--- src/rtl/mac_seq_ctrl.sv ---
// mac_seq_ctrl: sequencing controller for an external combinational 8x8
// signed multiplier. It streams LEN operand pairs onto registered multiplier
// inputs, accumulates the sign-extended 16-bit products (wrapping modulo
// 2^ACC_W with a sticky signed-overflow flag) and returns one result per job
// over a valid/ready stream. The multiplier sits outside so exact or
// approximate variants can be swapped without touching this block.
module mac_seq_ctrl #(
  parameter int ACC_W = 24,
  parameter int LEN_W = 8
) (
  input  logic             clk,
  input  logic             rst_n,
  input  logic             start,
  input  logic [LEN_W-1:0] len,
  output logic             busy,
  input  logic             in_valid,
  output logic             in_ready,
  input  logic [7:0]       in_a,
  input  logic [7:0]       in_b,
  output logic [7:0]       mul_a,
  output logic [7:0]       mul_b,
  input  logic [15:0]      mul_o,
  output logic             out_valid,
  input  logic             out_ready,
  output logic [ACC_W-1:0] out_data,
  output logic             out_ovf
);

  localparam logic [1:0] S_IDLE  = 2'd0;
  localparam logic [1:0] S_RUN   = 2'd1;
  localparam logic [1:0] S_DRAIN = 2'd2;
  localparam logic [1:0] S_DONE  = 2'd3;

  logic [1:0]       state_q, state_d;
  logic [LEN_W-1:0] rem_q, rem_d;
  logic [ACC_W-1:0] acc_q, acc_d;
  logic             ovf_q, ovf_d;
  logic             p_vld_q, p_vld_d;
  logic [7:0]       mul_a_q, mul_a_d;
  logic [7:0]       mul_b_q, mul_b_d;
  logic             busy_q, busy_d;
  logic             in_ready_q, in_ready_d;
  logic             out_valid_q, out_valid_d;
  logic [ACC_W-1:0] out_data_q, out_data_d;
  logic             out_ovf_q, out_ovf_d;

  logic             hs_s;
  logic [ACC_W-1:0] prod_ext_s;
  logic [ACC_W-1:0] acc_sum_s;

  // Signed overflow of a two's-complement add: equal operand signs, different sum sign.
  function automatic logic add_ovf(input logic [ACC_W-1:0] a,
                                   input logic [ACC_W-1:0] b,
                                   input logic [ACC_W-1:0] s);
    return (a[ACC_W-1] == b[ACC_W-1]) && (s[ACC_W-1] != a[ACC_W-1]);
  endfunction

  assign hs_s       = in_valid & in_ready_q;
  assign prod_ext_s = ACC_W'($signed(mul_o));
  assign acc_sum_s  = acc_q + prod_ext_s;

  // Next-state logic: FSM sequencing, operand capture, accumulation and output staging.
  always_comb begin
    state_d     = state_q;
    rem_d       = rem_q;
    acc_d       = acc_q;
    ovf_d       = ovf_q;
    p_vld_d     = 1'b0;
    mul_a_d     = mul_a_q;
    mul_b_d     = mul_b_q;
    out_data_d  = out_data_q;
    out_ovf_d   = out_ovf_q;

    // The product registered last cycle is consumed now, whatever the state.
    if (p_vld_q) begin
      acc_d = acc_sum_s;
      ovf_d = ovf_q | add_ovf(acc_q, prod_ext_s, acc_sum_s);
    end else begin
      acc_d = acc_q;
      ovf_d = ovf_q;
    end

    case (state_q)
      S_IDLE: begin
        if (start) begin
          rem_d   = len;
          acc_d   = '0;
          ovf_d   = 1'b0;
          p_vld_d = 1'b0;
          if (len != {LEN_W{1'b0}}) begin
            state_d = S_RUN;
          end else begin
            state_d = S_DONE;
          end
        end else begin
          state_d = S_IDLE;
        end
      end
      S_RUN: begin
        if (hs_s) begin
          mul_a_d = in_a;
          mul_b_d = in_b;
          p_vld_d = 1'b1;
          rem_d   = rem_q - LEN_W'(1);
          if (rem_q == LEN_W'(1)) begin
            state_d = S_DRAIN;
          end else begin
            state_d = S_RUN;
          end
        end else begin
          p_vld_d = 1'b0;
        end
      end
      S_DRAIN: begin
        state_d = S_DONE;
      end
      S_DONE: begin
        if (out_valid_q && out_ready) begin
          state_d = S_IDLE;
        end else begin
          state_d = S_DONE;
        end
      end
      default: begin
        state_d = S_IDLE;
      end
    endcase

    // Capture the final sum on entry to DONE so the result stays frozen while stalled.
    if ((state_d == S_DONE) && (state_q != S_DONE)) begin
      out_data_d = acc_d;
      out_ovf_d  = ovf_d;
    end else begin
      out_data_d = out_data_q;
      out_ovf_d  = out_ovf_q;
    end

    busy_d      = (state_d != S_IDLE);
    in_ready_d  = (state_d == S_RUN) && (rem_d != {LEN_W{1'b0}});
    out_valid_d = (state_d == S_DONE);
  end

  // State and output registers with asynchronous active-low reset.
  always_ff @(posedge clk or negedge rst_n) begin
    if (!rst_n) begin
      state_q     <= S_IDLE;
      rem_q       <= '0;
      acc_q       <= '0;
      ovf_q       <= 1'b0;
      p_vld_q     <= 1'b0;
      mul_a_q     <= 8'd0;
      mul_b_q     <= 8'd0;
      busy_q      <= 1'b0;
      in_ready_q  <= 1'b0;
      out_valid_q <= 1'b0;
      out_data_q  <= '0;
      out_ovf_q   <= 1'b0;
    end else begin
      state_q     <= state_d;
      rem_q       <= rem_d;
      acc_q       <= acc_d;
      ovf_q       <= ovf_d;
      p_vld_q     <= p_vld_d;
      mul_a_q     <= mul_a_d;
      mul_b_q     <= mul_b_d;
      busy_q      <= busy_d;
      in_ready_q  <= in_ready_d;
      out_valid_q <= out_valid_d;
      out_data_q  <= out_data_d;
      out_ovf_q   <= out_ovf_d;
    end
  end

  assign busy      = busy_q;
  assign in_ready  = in_ready_q;
  assign mul_a     = mul_a_q;
  assign mul_b     = mul_b_q;
  assign out_valid = out_valid_q;
  assign out_data  = out_data_q;
  assign out_ovf   = out_ovf_q;

endmodule

--- config.mk ---
export PLATFORM = sky130hd
export DESIGN_NAME = mac_seq_ctrl
export DESIGN_NICKNAME = d
export VERILOG_FILES = /design/src/rtl/mac_seq_ctrl.sv
export SDC_FILE = /design/constraint.sdc
export NUM_CORES = 1
export LEC_CHECK = 0
export ABC_AREA = 0
export BUFFER_PORTS_ARGS = -buffer_cell sky130_fd_sc_hd__buf_2
export CAP_MARGIN = 10
export CORE_ASPECT_RATIO = 0.8
export CORE_MARGIN = 4
export CORE_UTILIZATION = 45
export DETAILED_ROUTE_END_ITERATION = 8
export PLACE_DENSITY = 0.7
export SYNTH_ARGS = -nofsm -noshare
export SYNTH_HDL_FRONTEND = slang
export SYNTH_SLANG_ARGS = --single-unit
--- constraint.sdc ---
create_clock -name clk -period 2.1 [get_ports clk]
set_input_delay 0.105 -clock clk [delete_from_list [all_inputs] [get_ports clk]]
set_output_delay 0.105 -clock clk [all_outputs]
set_load 0.05 [all_outputs]
## Word level (Yosys, flattened, before mapping)

Cells that the tools add are included.

| word-level totals | value |
|---|---|
| register bits | 80 |
| output and inout port bits | 44 |
| logic and storage cells | 51 |

| cells by class | value |
|---|---|
| $add $sub $neg | 2 |
| equal/unequal tests | 9 |
| muxes and demuxes | 17 |
| bitwise logic cells | 2 |
| reduce and logical (&&, ||, !) cells | 9 |

Operators with widths:

| kind | number |
|---|---|
| 24-bit two-way mux | 3 |
| 24-bit adder | 1 |
| 8-bit two-way mux | 2 |
| 8-bit case mux with 2 select lines | 1 |
| 8-bit nonzero test | 2 |
| 2-bit two-way mux | 5 |
| 8-bit by 1-bit == test with 1-bit output (second input constant) | 1 |
| 2-bit case mux with 4 select lines | 1 |
| 8-bit by 1-bit subtractor with 8-bit output (second input constant) | 1 |
| 2-bit == test (second input constant) | 3 |
| 1-bit two-way mux | 5 |
| 2-bit by 1-bit == test with 1-bit output (second input constant) | 2 |
| 1-bit logical AND | 4 |
| 2-bit logical NOT | 1 |
| 2-bit != test (second input constant) | 1 |
| 2-bit AND reduction | 1 |
| 2-bit nonzero test | 1 |
| 1-bit AND | 1 |
| 1-bit == test | 1 |
| 1-bit != test | 1 |
| 1-bit bitwise OR | 1 |

## Depth between registers and ports, before layout

| logic depth | value |
|---|---|
| word-level depth | 7 |
| gate-level depth with buffers | 9 |

## Worst setup path after synthesis

OpenSTA, ideal clock, no wires.

| path | value |
|---|---|
| path kind | flip-flop to flip-flop |
| from | register acc_q[19] |
| to | register out_data_q[22] (netlist: out_data[22]) |
| arrival time | 2102 ps |
| data required time | 1975 ps |
| path slack | -126 ps |
| cell stages (with the launch flop) | 10 |
| path buffers | 1 |
| period minus slack after synthesis | 2226 ps |
| cells stage by stage | dfrtp_1 ha_1 buf_2 a21o_1 a21o_1 a221oi_2 o21ai_0 a221oi_1 o21ai_1 mux2_2 |

| between the ends | value |
|---|---|
| longest elaborated chain between the ends | 4 |

Ends and longest elaborated chain:

| element | RTL line | RTL |
|---|---|---|
| start, declared | 36 | `logic [ACC_W-1:0] acc_q, acc_d;` |
| start signal, assigned | 148 | `acc_q <= '0;` |
| start signal, assigned | 161 | `acc_q <= acc_d;` |
| 24-bit adder (*) | 60 | `assign acc_sum_s = acc_q + prod_ext_s;` |
| 24-bit two-way mux (*) | 75 | `if (p_vld_q) begin` |
| 24-bit two-way mux | 85 | `if (start) begin` |
| 24-bit two-way mux (*) | 83 | `case (state_q)` |
| via acc_d[22] | 36 |  |
| end signal, assigned | 169 | `out_data_q <= out_data_d;` |
| end, declared | 44 | `logic [ACC_W-1:0] out_data_q, out_data_d;` |

The timed path passes the listed nets; every way through them passes the cells marked *.
A chain may end at the register's enable or synchronous reset.

## Final worst setup path

| path | value |
|---|---|
| from | register acc_q[0] |
| to | register out_data_q[22] (netlist: out_data[22]) |

Same word-level chain as after synthesis.

==> metrics.txt <==
status=complete, but fails checks; violated checks=setup timing; RSZ-0062 raised after global routing=yes; routability cong.=0.889; critical path endpoint category=register; CTS H-tree lvls=3; Die Footprint=11,900 sq um; Synth Net Count=558; area leader, netlist=dfrtp_1; final setup TNS=-3.16 ns; fillcell total=726; PwrDens=1740 nW/um^2; Core Footprint=9810 sq um; Root Buffer=clkbuf_16; diodes inserted=0; leading register cell type out of synthesis=dfrtp_1; sequential share of the synthesized area=0.436; top-area cell type share of the netlist area=0.436; vias in the first global route=4,558; GRT Util Overall=0.246; num ports=89; total clock buffers created by CTS=9; number of flops mapped to enable cells by yosys=0; fin. max-slew vios=0; share of layout cells above drive strength 1=0.445; crit path kind=reg -> reg; max-cap violations=0; Clock Path Buffers=2; peak supply drop=1150 uV; design area=6850 sq um; final hold viol count=0; DRC Markers=0; Placement Setup Slack=-0.290 ns; global route overflow=0; Starting Density=0.468; Leakage=3.14 nW; Die Span X=121 um; via count=4,565; Hold Crit Class=in -> reg; crit path time final=2.33 ns; Non-Filler Instances=814; largest net degree at the start of global routing=40; clock skew=0.00796 ns; slew of the pin with the lowest slew margin=0.497 ns; routed vias/inst=5.61; port bufs=88; warning count from the yosys run=0; first-pass GRT wire length=23.3 mm; Detailed Route Iter0 Violations=378; Synth Register Bits=80; f_max=0.429 GHz; HPWL Detailed=10.2 mm; Final WS setup=-0.230 ns; Critical Path Start Type=register; Tcrit/Tclk final=1.11; Area after DPL=5780 sq um; drt first pass iters=5; Placed Instances=772; Clock transition at path regs=0.06 ns; Final Setup Violations=26; clock sink count=80; top cells by area, synth=dfrtp_1 44%, ha_1 6.8%, nand2_1 5.3%; DRT antenna net count=0; post-synth cell types=59; area delta synth->final=49.3%; DRT Wirelength=14.8 mm; Final nets=746; antenna violations before repair=0; Max FO, Critical Path=3; Post-Syn Area per Cell=9.42 sq um; post-synthesis cell count=487; Die Ht=98.3 um; Clk Latency, worst-skew pair=0.34 ns; Crit path required time=2.32 ns; Slew headroom=0.665; cell row count=32; post-synthesis cell area=4590 sq um; asr flop ratio synth=1.00; Routed WL per cell=18.2 um; crit path DAT=2.55 ns; CTS tree=yes
-- power breakdown --
group	internal (mW)	total [mW]	switching (mW)
clock	1.15	1.78	0.628
sequential	2.20	2.69	0.481
combinational	3.19	7.47	4.27
total	6.55	11.9	5.38
-- sequential cells by signal, indices dropped and copies added (netlist names), 2 cells and up --
register and count:
acc_q 24, out_data 24, mul_a 8, mul_b 8, rem_q 8, state_q 2
-- worst paths after layout --
check,from,end,slack [ns],depth (start not counted)
max reg2reg,acc_q[0],out_data[22],-0.23,9
min reg2reg,out_data[6],out_data[6],0.47,2
min in group asynchronous,rst_n,acc_q[11],0.20,2
min,in_b[0],mul_b[0],0.003,2
max in group asynchronous,rst_n,rem_q[1],1.31,3
max,acc_q[0],out_data[22],-0.23,9
-- what timing repair did --
item	CTS	global route
hold buffers	11	0
gates cloned	0	0
endpoints found under the hold margin	68	0
buffers inserted	8	12
setup endpoints to repair	34	41
pin swaps	34	35
gates resized for setup	45	60
-- layout make-up --
cell class / instances / area (sq um) / area share
flip-flops and latches: 80 / 2000 / 0.292
clock buffers: 9 / 225 / 0.0329
well taps: 136 / 170 / 0.0248
repair buffers: 197 / 1320 / 0.192
inverters: 12 / 45.0 / 0.00657
clock inverters: 5 / 108 / 0.0157
multi-input cells: 375 / 2990 / 0.436
-- logic make-up (layout without fill, tap and decap cells) --
logic type / Yosys count / in the layout / synth area share
XOR/XNOR: 16 / 16 / 0.0305
buffers and inverters: 32 / 223 / 0.0284
multiplexers: 34 / 34 / 0.0799
adder cells (fa/ha/maj): 26 / 26 / 0.0725
AO/OA/AOI/OAI: 137 / 137 / 0.195
AND/OR/NAND/NOR: 162 / 162 / 0.158
flip-flops: 80 / 80 / 0.436
-- critical path, stage by stage, from the launching register on --
cell and delay [ns]:
dfrtp_1 0.41, ha_4 0.17, fa_2 0.35, a21oi_2 0.17, o211ai_1 0.23, nand2_1 0.20
a21oi_4 0.09, a221oi_2 0.24, o21ai_2 0.09, mux2_4 0.26
-- synthesized netlist by cell type, types with 4 or more instances --
library cell	n
dfrtp_1	80
nand2_1	65
nor2_1	46
a21oi_1	37
o21ai_0	33
ha_1	25
mux2_2	21
mux2i_1	13
nand3_1	13
inv_1	12
clkbuf_1	10
nor3_1	9
buf_2	8
xnor2_1	8
xor2_1	8
a22oi_1	6
o211ai_1	6
o22ai_1	6
a31oi_1	5
nand4_1	5
and3_1	4
nor4_1	4
o21a_1	4
-- through the flow --
step | total power, mW | util | hold WS [ns]
final | 11.9 | 0.699 | 0.00313
after global routing | 12.6 | 0.699 | 0.00147
after CTS | 11.1 | 0.660 | 0.000560
after detailed placement | 8.70 | 0.589 | 0.0141
after global placement | 8.54 | 0.589 | 0.0128
after floorplan | 6.62 | - | -0.191
-- routing by layer --
metal,vias to the layer above,track usage,part of all wire
met2,175,0.371,0.46
met3,19,0.0562,0.066
met4,0,0.0618,0.012
met1,2221,0.357,0.47
li1,2150,-,-
met5,-,0,0
-- layout by cell type, fill, tap and decap left out, types with 4 or more instances in the layout --
cell type      synthesis  final
nand3_1               13     10
o211ai_1               6      6
buf_6                  0      4
a21oi_4                0      5
buf_4                  0     94
ha_4                   0     15
nand4_1                5      5
ha_1                  25     10
dlygate4sd3_1          0     11
mux2i_1               13     12
buf_2                  8     87
o22ai_1                6      6
o21a_1                 4      4
nor3_1                 9      6
a21oi_1               37     22
dfrtp_1               80     78
nand2_1               65     60
xnor2_2                0      4
o21ai_1                3     15
nor2_1                46     43
xor2_1                 8      7
a22oi_1                6      6
inv_1                 12     11
o21ai_0               33     14
clkbuf_16              0      9
a31oi_1                5      4
a21oi_2                1     11
nand2_2                0      4
nor4_1                 4      4
o21ai_2                0      6
mux2_2                21     18
Note: power is estimated with default switching activity, not from simulation.
